### src/rtl/rdma_pkt_validator_if.sv
// ---------------------------------------------------------------------------
// rdma_pkt_validator_if
// AXI4-Stream bundle used on both sides of rdma_pkt_validator.
//   TDATA  [DATA_WBITS-1:0] payload
//   TKEEP  [DATA_WBYTS-1:0] byte enables
//   TUSER                   error flag (valid on the TLAST beat)
//   TLAST                   end of packet
//   TVALID / TREADY         handshake
// master drives everything except TREADY; slave drives only TREADY.
// ---------------------------------------------------------------------------
interface rdma_pkt_validator_if #(
    parameter int DATA_WBITS = 512,
    parameter int DATA_WBYTS = DATA_WBITS / 8
);
    logic [DATA_WBITS-1:0] TDATA;
    logic [DATA_WBYTS-1:0] TKEEP;
    logic                  TUSER;
    logic                  TLAST;
    logic                  TVALID;
    logic                  TREADY;

    modport master (
        output TDATA,
        output TKEEP,
        output TUSER,
        output TLAST,
        output TVALID,
        input  TREADY
    );

    modport slave (
        input  TDATA,
        input  TKEEP,
        input  TUSER,
        input  TLAST,
        input  TVALID,
        output TREADY
    );
endinterface

### src/rtl/rdma_pkt_validator.sv
// ---------------------------------------------------------------------------
// rdma_pkt_validator
// Checks the beat count of each packet against the 16-bit beat-count field
// carried in TDATA[15:0] of the header (first) beat, flags mismatches and
// upstream errors on the output TUSER of the TLAST beat, and truncates
// packets longer than MAX_BEATS (remaining beats are dropped).
// Ports:
//   clk, resetn       clock, synchronous active-low reset
//   AXIS_IN  (slave)  input stream, TUSER = upstream MAC error on TLAST beat
//   AXIS_OUT (master) output stream, TUSER = bad-packet flag on TLAST beat
//   pkt_count         packets emitted (saturating)
//   bad_count         packets emitted with TUSER=1 (saturating)
//   oversize          sticky: at least one packet was truncated
// ---------------------------------------------------------------------------
module rdma_pkt_validator #(
    parameter int DATA_WBITS = 512,
    parameter int DATA_WBYTS = DATA_WBITS / 8,
    parameter int MAX_BEATS  = 64
) (
    input  logic                 clk,
    input  logic                 resetn,
    rdma_pkt_validator_if.slave  AXIS_IN,
    rdma_pkt_validator_if.master AXIS_OUT,
    output logic [31:0]          pkt_count,
    output logic [31:0]          bad_count,
    output logic                 oversize
);
    localparam int CNT_W = $clog2(MAX_BEATS) + 1;

    typedef enum logic [1:0] {
        ST_FIRST,
        ST_BODY,
        ST_DISCARD
    } state_t;

    state_t                  state_reg, state_next;
    logic [15:0]             expected_reg, expected_next;
    logic [CNT_W-1:0]        beat_reg, beat_next;
    logic [DATA_WBITS-1:0]   out_data_reg, out_data_next;
    logic [DATA_WBYTS-1:0]   out_keep_reg, out_keep_next;
    logic                    out_user_reg, out_user_next;
    logic                    out_last_reg, out_last_next;
    logic                    out_valid_reg, out_valid_next;
    logic [31:0]             pkt_count_reg, pkt_count_next;
    logic [31:0]             bad_count_reg, bad_count_next;
    logic                    oversize_reg, oversize_next;

    logic                    in_ready;
    logic                    in_fire;
    logic                    out_fire;
    logic [CNT_W-1:0]        beat_inc;   // beat count including the current input beat
    logic [15:0]             hdr_len;    // expected length for the current packet
    logic                    len_bad;
    logic                    trunc;

    always_comb begin
        // DISCARD sinks input regardless of the output side; TREADY is held
        // low while reset is asserted.
        in_ready = resetn & ((state_reg == ST_DISCARD) | ~out_valid_reg | AXIS_OUT.TREADY);
        in_fire  = in_ready & AXIS_IN.TVALID;
        out_fire = out_valid_reg & AXIS_OUT.TREADY;

        beat_inc = (state_reg == ST_FIRST) ? CNT_W'(1) : beat_reg + CNT_W'(1);
        hdr_len  = (state_reg == ST_FIRST) ? AXIS_IN.TDATA[15:0] : expected_reg;
        // A header of 0 or above MAX_BEATS can never equal a reachable count,
        // so those fall out of this compare as mismatches without extra logic.
        len_bad  = (32'(beat_inc) != 32'(hdr_len));
        trunc    = ~AXIS_IN.TLAST & (beat_inc == CNT_W'(MAX_BEATS));
    end

    always_comb begin
        state_next     = state_reg;
        expected_next  = expected_reg;
        beat_next      = beat_reg;
        out_data_next  = out_data_reg;
        out_keep_next  = out_keep_reg;
        out_user_next  = out_user_reg;
        out_last_next  = out_last_reg;
        out_valid_next = out_valid_reg;
        pkt_count_next = pkt_count_reg;
        bad_count_next = bad_count_reg;
        oversize_next  = oversize_reg;

        if (out_fire) begin
            out_valid_next = 1'b0;
        end

        unique case (state_reg)
            ST_FIRST, ST_BODY: begin
                if (in_fire) begin
                    out_valid_next = 1'b1;
                    out_data_next  = AXIS_IN.TDATA;
                    out_keep_next  = AXIS_IN.TKEEP;
                    beat_next      = beat_inc;
                    expected_next  = hdr_len;
                    if (AXIS_IN.TLAST) begin
                        out_last_next = 1'b1;
                        out_user_next = AXIS_IN.TUSER | len_bad;
                        state_next    = ST_FIRST;
                    end else if (trunc) begin
                        // Close the packet early and swallow its tail.
                        out_last_next = 1'b1;
                        out_user_next = 1'b1;
                        oversize_next = 1'b1;
                        state_next    = ST_DISCARD;
                    end else begin
                        out_last_next = 1'b0;
                        out_user_next = 1'b0;
                        state_next    = ST_BODY;
                    end
                end
            end
            ST_DISCARD: begin
                if (in_fire && AXIS_IN.TLAST) begin
                    state_next = ST_FIRST;
                end
            end
            default: state_next = ST_FIRST;
        endcase

        if (out_fire && out_last_reg) begin
            if (pkt_count_reg != 32'hFFFF_FFFF) begin
                pkt_count_next = pkt_count_reg + 32'd1;
            end
            if (out_user_reg && (bad_count_reg != 32'hFFFF_FFFF)) begin
                bad_count_next = bad_count_reg + 32'd1;
            end
        end
    end

    always_ff @(posedge clk) begin
        if (!resetn) begin
            state_reg     <= ST_FIRST;
            expected_reg  <= '0;
            beat_reg      <= '0;
            out_data_reg  <= '0;
            out_keep_reg  <= '0;
            out_user_reg  <= 1'b0;
            out_last_reg  <= 1'b0;
            out_valid_reg <= 1'b0;
            pkt_count_reg <= '0;
            bad_count_reg <= '0;
            oversize_reg  <= 1'b0;
        end else begin
            state_reg     <= state_next;
            expected_reg  <= expected_next;
            beat_reg      <= beat_next;
            out_data_reg  <= out_data_next;
            out_keep_reg  <= out_keep_next;
            out_user_reg  <= out_user_next;
            out_last_reg  <= out_last_next;
            out_valid_reg <= out_valid_next;
            pkt_count_reg <= pkt_count_next;
            bad_count_reg <= bad_count_next;
            oversize_reg  <= oversize_next;
        end
    end

    assign AXIS_IN.TREADY  = in_ready;
    assign AXIS_OUT.TDATA  = out_data_reg;
    assign AXIS_OUT.TKEEP  = out_keep_reg;
    assign AXIS_OUT.TUSER  = out_user_reg;
    assign AXIS_OUT.TLAST  = out_last_reg;
    assign AXIS_OUT.TVALID = out_valid_reg;
    assign pkt_count       = pkt_count_reg;
    assign bad_count       = bad_count_reg;
    assign oversize        = oversize_reg;
endmodule

### src/flat_wrapper.sv
// flat-port wrapper written by rule: the top's interface ports become plain ports
module rdma_pkt_validator_flat 
#(
    parameter int DATA_WBITS = 512,
    parameter int DATA_WBYTS = DATA_WBITS / 8,
    parameter int MAX_BEATS  = 64
)
  (clk, resetn, pkt_count, bad_count, oversize, AXIS_IN_TDATA, AXIS_IN_TKEEP, AXIS_IN_TUSER, AXIS_IN_TLAST, AXIS_IN_TVALID, AXIS_IN_TREADY, AXIS_OUT_TDATA, AXIS_OUT_TKEEP, AXIS_OUT_TUSER, AXIS_OUT_TLAST, AXIS_OUT_TVALID, AXIS_OUT_TREADY);
  rdma_pkt_validator_if #(.DATA_WBITS(DATA_WBITS), .DATA_WBYTS(DATA_WBYTS)) AXIS_IN_i ();
  rdma_pkt_validator_if #(.DATA_WBITS(DATA_WBITS), .DATA_WBYTS(DATA_WBYTS)) AXIS_OUT_i ();
  input  logic clk;
  input  logic resetn;
  output logic [31:0] pkt_count;
  output logic [31:0] bad_count;
  output logic oversize;
  input wire logic [$bits(AXIS_IN_i.TDATA)-1:0] AXIS_IN_TDATA;
  input wire logic [$bits(AXIS_IN_i.TKEEP)-1:0] AXIS_IN_TKEEP;
  input wire logic [$bits(AXIS_IN_i.TUSER)-1:0] AXIS_IN_TUSER;
  input wire logic [$bits(AXIS_IN_i.TLAST)-1:0] AXIS_IN_TLAST;
  input wire logic [$bits(AXIS_IN_i.TVALID)-1:0] AXIS_IN_TVALID;
  output wire logic [$bits(AXIS_IN_i.TREADY)-1:0] AXIS_IN_TREADY;
  output wire logic [$bits(AXIS_OUT_i.TDATA)-1:0] AXIS_OUT_TDATA;
  output wire logic [$bits(AXIS_OUT_i.TKEEP)-1:0] AXIS_OUT_TKEEP;
  output wire logic [$bits(AXIS_OUT_i.TUSER)-1:0] AXIS_OUT_TUSER;
  output wire logic [$bits(AXIS_OUT_i.TLAST)-1:0] AXIS_OUT_TLAST;
  output wire logic [$bits(AXIS_OUT_i.TVALID)-1:0] AXIS_OUT_TVALID;
  input wire logic [$bits(AXIS_OUT_i.TREADY)-1:0] AXIS_OUT_TREADY;
  assign AXIS_IN_i.TDATA = AXIS_IN_TDATA;
  assign AXIS_IN_i.TKEEP = AXIS_IN_TKEEP;
  assign AXIS_IN_i.TUSER = AXIS_IN_TUSER;
  assign AXIS_IN_i.TLAST = AXIS_IN_TLAST;
  assign AXIS_IN_i.TVALID = AXIS_IN_TVALID;
  assign AXIS_IN_TREADY = AXIS_IN_i.TREADY;
  assign AXIS_OUT_TDATA = AXIS_OUT_i.TDATA;
  assign AXIS_OUT_TKEEP = AXIS_OUT_i.TKEEP;
  assign AXIS_OUT_TUSER = AXIS_OUT_i.TUSER;
  assign AXIS_OUT_TLAST = AXIS_OUT_i.TLAST;
  assign AXIS_OUT_TVALID = AXIS_OUT_i.TVALID;
  assign AXIS_OUT_i.TREADY = AXIS_OUT_TREADY;
  rdma_pkt_validator #(.DATA_WBITS(DATA_WBITS), .DATA_WBYTS(DATA_WBYTS), .MAX_BEATS(MAX_BEATS)) u_core (.clk(clk), .resetn(resetn), .AXIS_IN(AXIS_IN_i), .AXIS_OUT(AXIS_OUT_i), .pkt_count(pkt_count), .bad_count(bad_count), .oversize(oversize));
endmodule
### config.mk
export PLATFORM = sky130hd
export DESIGN_NAME = rdma_pkt_validator_flat
export DESIGN_NICKNAME = d
export VERILOG_FILES = /design/src/rtl/rdma_pkt_validator_if.sv /design/src/rtl/rdma_pkt_validator.sv /design/src/flat_wrapper.sv
export SDC_FILE = /design/constraint.sdc
export NUM_CORES = 1
export LEC_CHECK = 0
export CORE_AREA = 2 2 479 481
export CTS_BUF_LIST = sky130_fd_sc_hd__clkbuf_16
export DETAILED_ROUTE_END_ITERATION = 6
export DIE_AREA = 0 0 481 483
export PLACE_DENSITY = 0.36
export SLEW_MARGIN = 30
export SYNTH_ARGS = -nofsm -noshare
export SYNTH_HDL_FRONTEND = slang
export SYNTH_SLANG_ARGS = --single-unit
### constraint.sdc
create_clock -name clk -period 2.1 [get_ports clk]
set_input_delay 0.42 -clock clk [delete_from_list [all_inputs] [get_ports clk]]
set_output_delay 0.42 -clock clk [all_outputs]
set_load 0.01 [all_outputs]
# Word level (Yosys, flattened, before mapping)
# Cells that the tools add are included.
# classes
n_lt_le_gt_ge	0
n_reduce_logical	10
mux	13
bitwise_logic	9
mul	0
n_eq_ne	8
add_sub_neg	3
shifts	0
div	0
# ops
op	count
adder 32 x 1 -> 32 bit (second input constant)	2
!= test 32 bit (second input constant)	2
2-to-1 mux 16 bit	1
!= test 7 x 16 -> 1 bit	1
2-to-1 mux 2 bit	4
AND reduction 2 bit	4
adder 7 x 1 -> 7 bit (second input constant)	1
== test 7 bit (second input constant)	1
2-to-1 mux 7 bit	1
2-to-1 mux 1 bit	6
AND 1 bit	4
case mux 2 bit (2 select lines)	1
AND reduction 4 bit	1
logical AND 1 bit	3
bitwise OR 1 bit	3
== test 2 x 1 -> 1 bit (second input constant)	1
== test 2 bit (second input constant)	1
logical NOT 2 bit	1
!= test 2 x 1 -> 1 bit (second input constant)	1
!= test 2 bit (second input constant)	1
NOT 1 bit	2
OR reduction 2 bit	1
# word_totals
ff_bits	669
mem_bits_rw	0
out_inout_bits	645
latch_bits	0
n_memories	0
wordCells	54
in_bits	582
mem_bits_ro	0

# Logic depth before layout (Yosys ltp)
# logic_depth
ltp_word	8
mapped_depth	8
mapped_depth_nobuf	7

# Worst setup path after synthesis
# Ideal clock, no wire load.
# synth_timing
path_type	input -> register
from	input port AXIS_IN_TDATA[8]
to	register u_core.out_user_reg, in the netlist u_core.AXIS_OUT.TUSER
setup_time_ns	0.124
setup_slack_ns	0.031
n_path_buf	0
arrival_ns	1.945
path_stages	6
cell_sequence	or4_1 -> o21ai_1 -> o21ai_1 -> or4_1 -> nor4_1 -> a21oi_1
# synth_via
elab_chain_cells	4
# synth_rtl
item	line	rtl
from (decl)	flat_wrapper.sv:16	input wire logic [$bits(AXIS_IN_i.TDATA)-1:0] AXIS_IN_TDATA;
2-to-1 mux 16 bit	rdma_pkt_validator.sv:64	hdr_len = (state_reg == ST_FIRST) ? AXIS_IN.TDATA[15:0] : expected_reg;
!= test 7 x 16 -> 1 bit	rdma_pkt_validator.sv:67	len_bad = (32'(beat_inc) != 32'(hdr_len));
bitwise OR 1 bit	rdma_pkt_validator.sv:98	out_user_next = AXIS_IN.TUSER | len_bad;
2-to-1 mux 1 bit	rdma_pkt_validator.sv:96	if (AXIS_IN.TLAST) begin
to (signal assigned)	rdma_pkt_validator.sv:150	out_user_reg <= out_user_next;
to (decl)	rdma_pkt_validator.sv:41	logic out_user_reg, out_user_next;
# No other way between the ends.
# A chain may end at the register's enable or synchronous reset.

# Worst setup path after layout
# layout_timing
from	register u_core.state_reg[1]
to	output port AXIS_IN_TREADY
# layout_via
elab_chain_cells	4
# layout_rtl
item	line	rtl
from (decl)	rdma_pkt_validator.sv:36	state_t state_reg, state_next;
from (signal assigned)	rdma_pkt_validator.sv:145	state_reg <= state_next;
== test 2 bit	rdma_pkt_validator.sv:59	in_ready = resetn & ((state_reg == ST_DISCARD) | ~out_valid_reg | AXIS_OUT.TREADY);
bitwise OR 1 bit (2 in series)	rdma_pkt_validator.sv:59	
AND 1 bit	rdma_pkt_validator.sv:59	
to (decl)	flat_wrapper.sv:21	output wire logic [$bits(AXIS_IN_i.TREADY)-1:0] AXIS_IN_TREADY;
# No other way between the ends.

==> impl_metrics.tcl <==
set metrics [dict create \
    start_kind "flop" \
    synth_compound_area_share_pct 19.1 \
    vias_per_cell 3.53 \
    maxSlewViolCount 0 \
    grt_pass1_vias 26700 \
    drive_gt1_share_pct 8.97 \
    firstDrtPassIters 4 \
    synth_area_leaders "dfxtp_1 52%, nand2_1 18%, a21boi_0 18%, clkbuf_1 2.4%, and2_1 1.2%" \
    drt-initial-drc-count 1003 \
    seq_area_frac_synth_pct 52.2 \
    synth_flop_cell "dfxtp_1" \
    grt_pass1_wl_mm 228 \
    io_buffer_count 1226 \
    cp.required_ns 1.68 \
    rsz0062_at_grt "true" \
    period_minus_slack_ns 2.02 \
    grtUsageMet1_pct 16.2 \
    syn_area_per_cell_um2 8.40 \
    synth_cells 3055 \
    post_drt_wl_per_cell_um 22.6 \
    grt_overflow 0 \
    drt_wl_total_mm 169 \
    dieArea_mm2 0.232 \
    clkTransAtPathRegs_ns 0.06 \
    grt_usage_pct 14.1 \
    r2r_cells 5 \
    cp_data_arrival_time_ns 1.60 \
    synthAdderAreaFrac_pct 0.146 \
    crit_chain "buf_6, nor2b_4, o21a_1, buf_6" \
    final_cell_count_no_fill 7478 \
    gr-usage-met3_pct 5.54 \
    fin_crit_sh_pct 96.0 \
    path_max_fanout 4 \
    whs_path_depth 3 \
    synth_cell_type_count 51 \
    area_delta_synth_final_pct 76.7 \
    largest_reg_flops 512 \
    hp-class "in -> reg" \
    fin_setup_tns_ns 0 \
    start_util_pct 11.3 \
    hold_violations 0 \
    nNetsFinal 4972 \
    hpwl_mm 139 \
    setup_violations 0 \
    busiest_layer "met2" \
    place.gp.congestion 0.828 \
    utilization_pct 20.0 \
    cts_tree "built" \
    crit_type "reg -> out" \
    status "finished, final reports clean" \
    ant_nets 0 \
    synth_top_family_by_area "simple AND/OR/NAND/NOR gates" \
    r2r_end "u_core.pkt_count[27]" \
    cts_num_sinks 669 \
    p_leak_uw 0.0188 \
    ctsHtreeMaxLevel 3 \
    end_kind "primary output" \
    cts-root-buf "clkbuf_16" \
    ys_top_cells_by_count "1221 x nand2_1, 669 x dfxtp_1, 606 x a21boi_0, 163 x clkbuf_1, 48 x and2_1" \
    fmax_mhz 496 \
    worst_slew_pin_slew_ns 0.505 \
    antenna_found_initial 90 \
    postLayoutCellArea_mm2 0.0454 \
    skew_ns 0.0324 \
    num_vias 26400 \
    grt_max_degree 80 \
    async_reset_ff_share_pct 0 \
    peakVddDrop_mv 0.514 \
    ys_seq_elements 669 \
    worst-path-buf-inv 2 \
    grtUsageMet2_pct 24.3 \
    synth_area_leader_cell "dfxtp_1" \
    crit_path_max_incr_delay_ns 0.33 \
    synthXorXnorAreaFrac_pct 1.74 \
    worstHoldEndpoint "u_core.AXIS_OUT.TKEEP[31]" \
    worst_path_dominant_cell_family "flip-flops" \
    cts_made_buffers 92 \
    placed_cells 7299 \
    clk-insertion-delay-late_ns 0.72 \
    reg2reg_from "u_core.pkt_count[22]" \
    yosysTopAreaCellShare_pct 52.2 \
    slew_headroom_pct 66.0 \
    power_density_mw_per_mm2 738 \
    cp_common_cell "buf_6" \
    hold_path_startpoint "AXIS_IN_TKEEP[31]" \
    cap_violations 0 \
    clockBufferDepth 3 \
    synth_enable_flop_cells 0 \
    yosysWarnings 0 \
    ios 1227 \
    syn-num-nets 3640 \
    crit_path_top_delay_cell "dfxtp_2" \
    place_area_mm2 0.0430 \
    rows 175 \
    synthesis.area_mm2 0.0257 \
    coreArea_mm2 0.227 \
    die-width_um 481 \
    regToRegSetupSlack_ns 0.15 \
    drc 0 \
    yosys.area_share.simple_pct 23.1 \
    die_y_um 483 \
    synth.most_common_cell "nand2_1" \
    synthMuxAreaShare_pct 0.234 \
]
==> logic make-up (layout without fill, tap and decap cells) <==
logic type / after synthesis / count (layout)
simple gates: 1435 / 1435
fa+ha+maj: 3 / 3
flops: 669 / 669
buf+inv: 227 / 1633
other cells: 0 / 8
mux: 6 / 6
xor+xnor: 51 / 51
compound gates: 664 / 664
==> through the flow <==
stage / power, uW / hold slack (ns) / worst slack (ns)
after floorplan: 15200 / 0.443 / 0.0308
after global placement: 18700 / 0.449 / -1.06
after detailed placement: 18700 / 0.455 / -0.874
after CTS: 34300 / 0.148 / -0.124
after global routing: 35100 / 0.206 / -0.00574
final: 33500 / 0.249 / 0.0838
==> placed cells by master, fill, tap and decap left out, types with 11 or more instances in the layout <==
master / n
or3_1: 13
nor3_1: 16
o21ai_0: 27
and2_1: 48
dlygate4sd2_1: 600
and3_1: 11
clkdlybuf4s50_1: 608
xor2_1: 22
a21boi_0: 605
clkinv_1: 21
xnor2_1: 28
nor2_1: 16
nand4_1: 23
inv_1: 34
buf_4: 190
clkinv_2: 11
dfxtp_1: 651
nand2_1: 1221
buf_12: 39
nand3_1: 33
clkbuf_16: 93
dfxtp_2: 17
==> where the power goes <==
part	internal [uW]	total, uW	switching [uW]	leakage (uW)
registers	13200	13600	314	0.00546
clock network	8700	15500	6770	0.00151
logic	2190	4430	2240	0.0118
==> worst max path at each step <==
stage                        startpoint                    end  slack [ns]  cells after the start
floorplan              AXIS_IN_TDATA[8]  u_core.AXIS_OUT.TUSER        0.03                      6
global route        u_core.state_reg[1]         AXIS_IN_TREADY      -0.006                      4
global placement       AXIS_IN_TDATA[9]  u_core.AXIS_OUT.TUSER       -1.06                      7
finish              u_core.state_reg[1]         AXIS_IN_TREADY        0.08                      4
CTS                 u_core.state_reg[1]         AXIS_IN_TREADY       -0.12                      4
detailed placement     AXIS_IN_TDATA[9]  u_core.AXIS_OUT.TUSER       -0.87                      7
==> metal layers <==
| metal | routed length, um | up-vias |
|---|---|---|
| li1 | - | 12700 |
| met1 | 68500 | 12400 |
| met2 | 80900 | 1013 |
| met3 | 15800 | 272 |
| met4 | 3580 | 28 |
| met5 | 180 | - |
==> layout make-up <==
class	count	area, um2
multi-input cells	2159	11500
repair buffers	1456	13800
clock inverters	75	578
fillers	25600	181000
clock buffers	93	2330
inverters	9	33.8
flip-flops and latches	669	13400
diodes	8	20.0
well taps	3009	3760
==> worst reg2reg max path: cells and delay by family, from the launching register on <==
family           cells  cell delay, ns
AND/OR/NAND/NOR      4            1.37
AO/OA/AOI/OAI        1            0.13
flip-flops           1            0.37
==> timing repair <==
action,in CTS,in global routing
pin swaps,1,6
gates resized for setup,656,24
hold buffers,1,0
endpoints found under the hold margin,2,0
endpoints found under the setup margin,618,19
setup buffers,0,3
No activity file was read; power rests on OpenSTA's default activity.
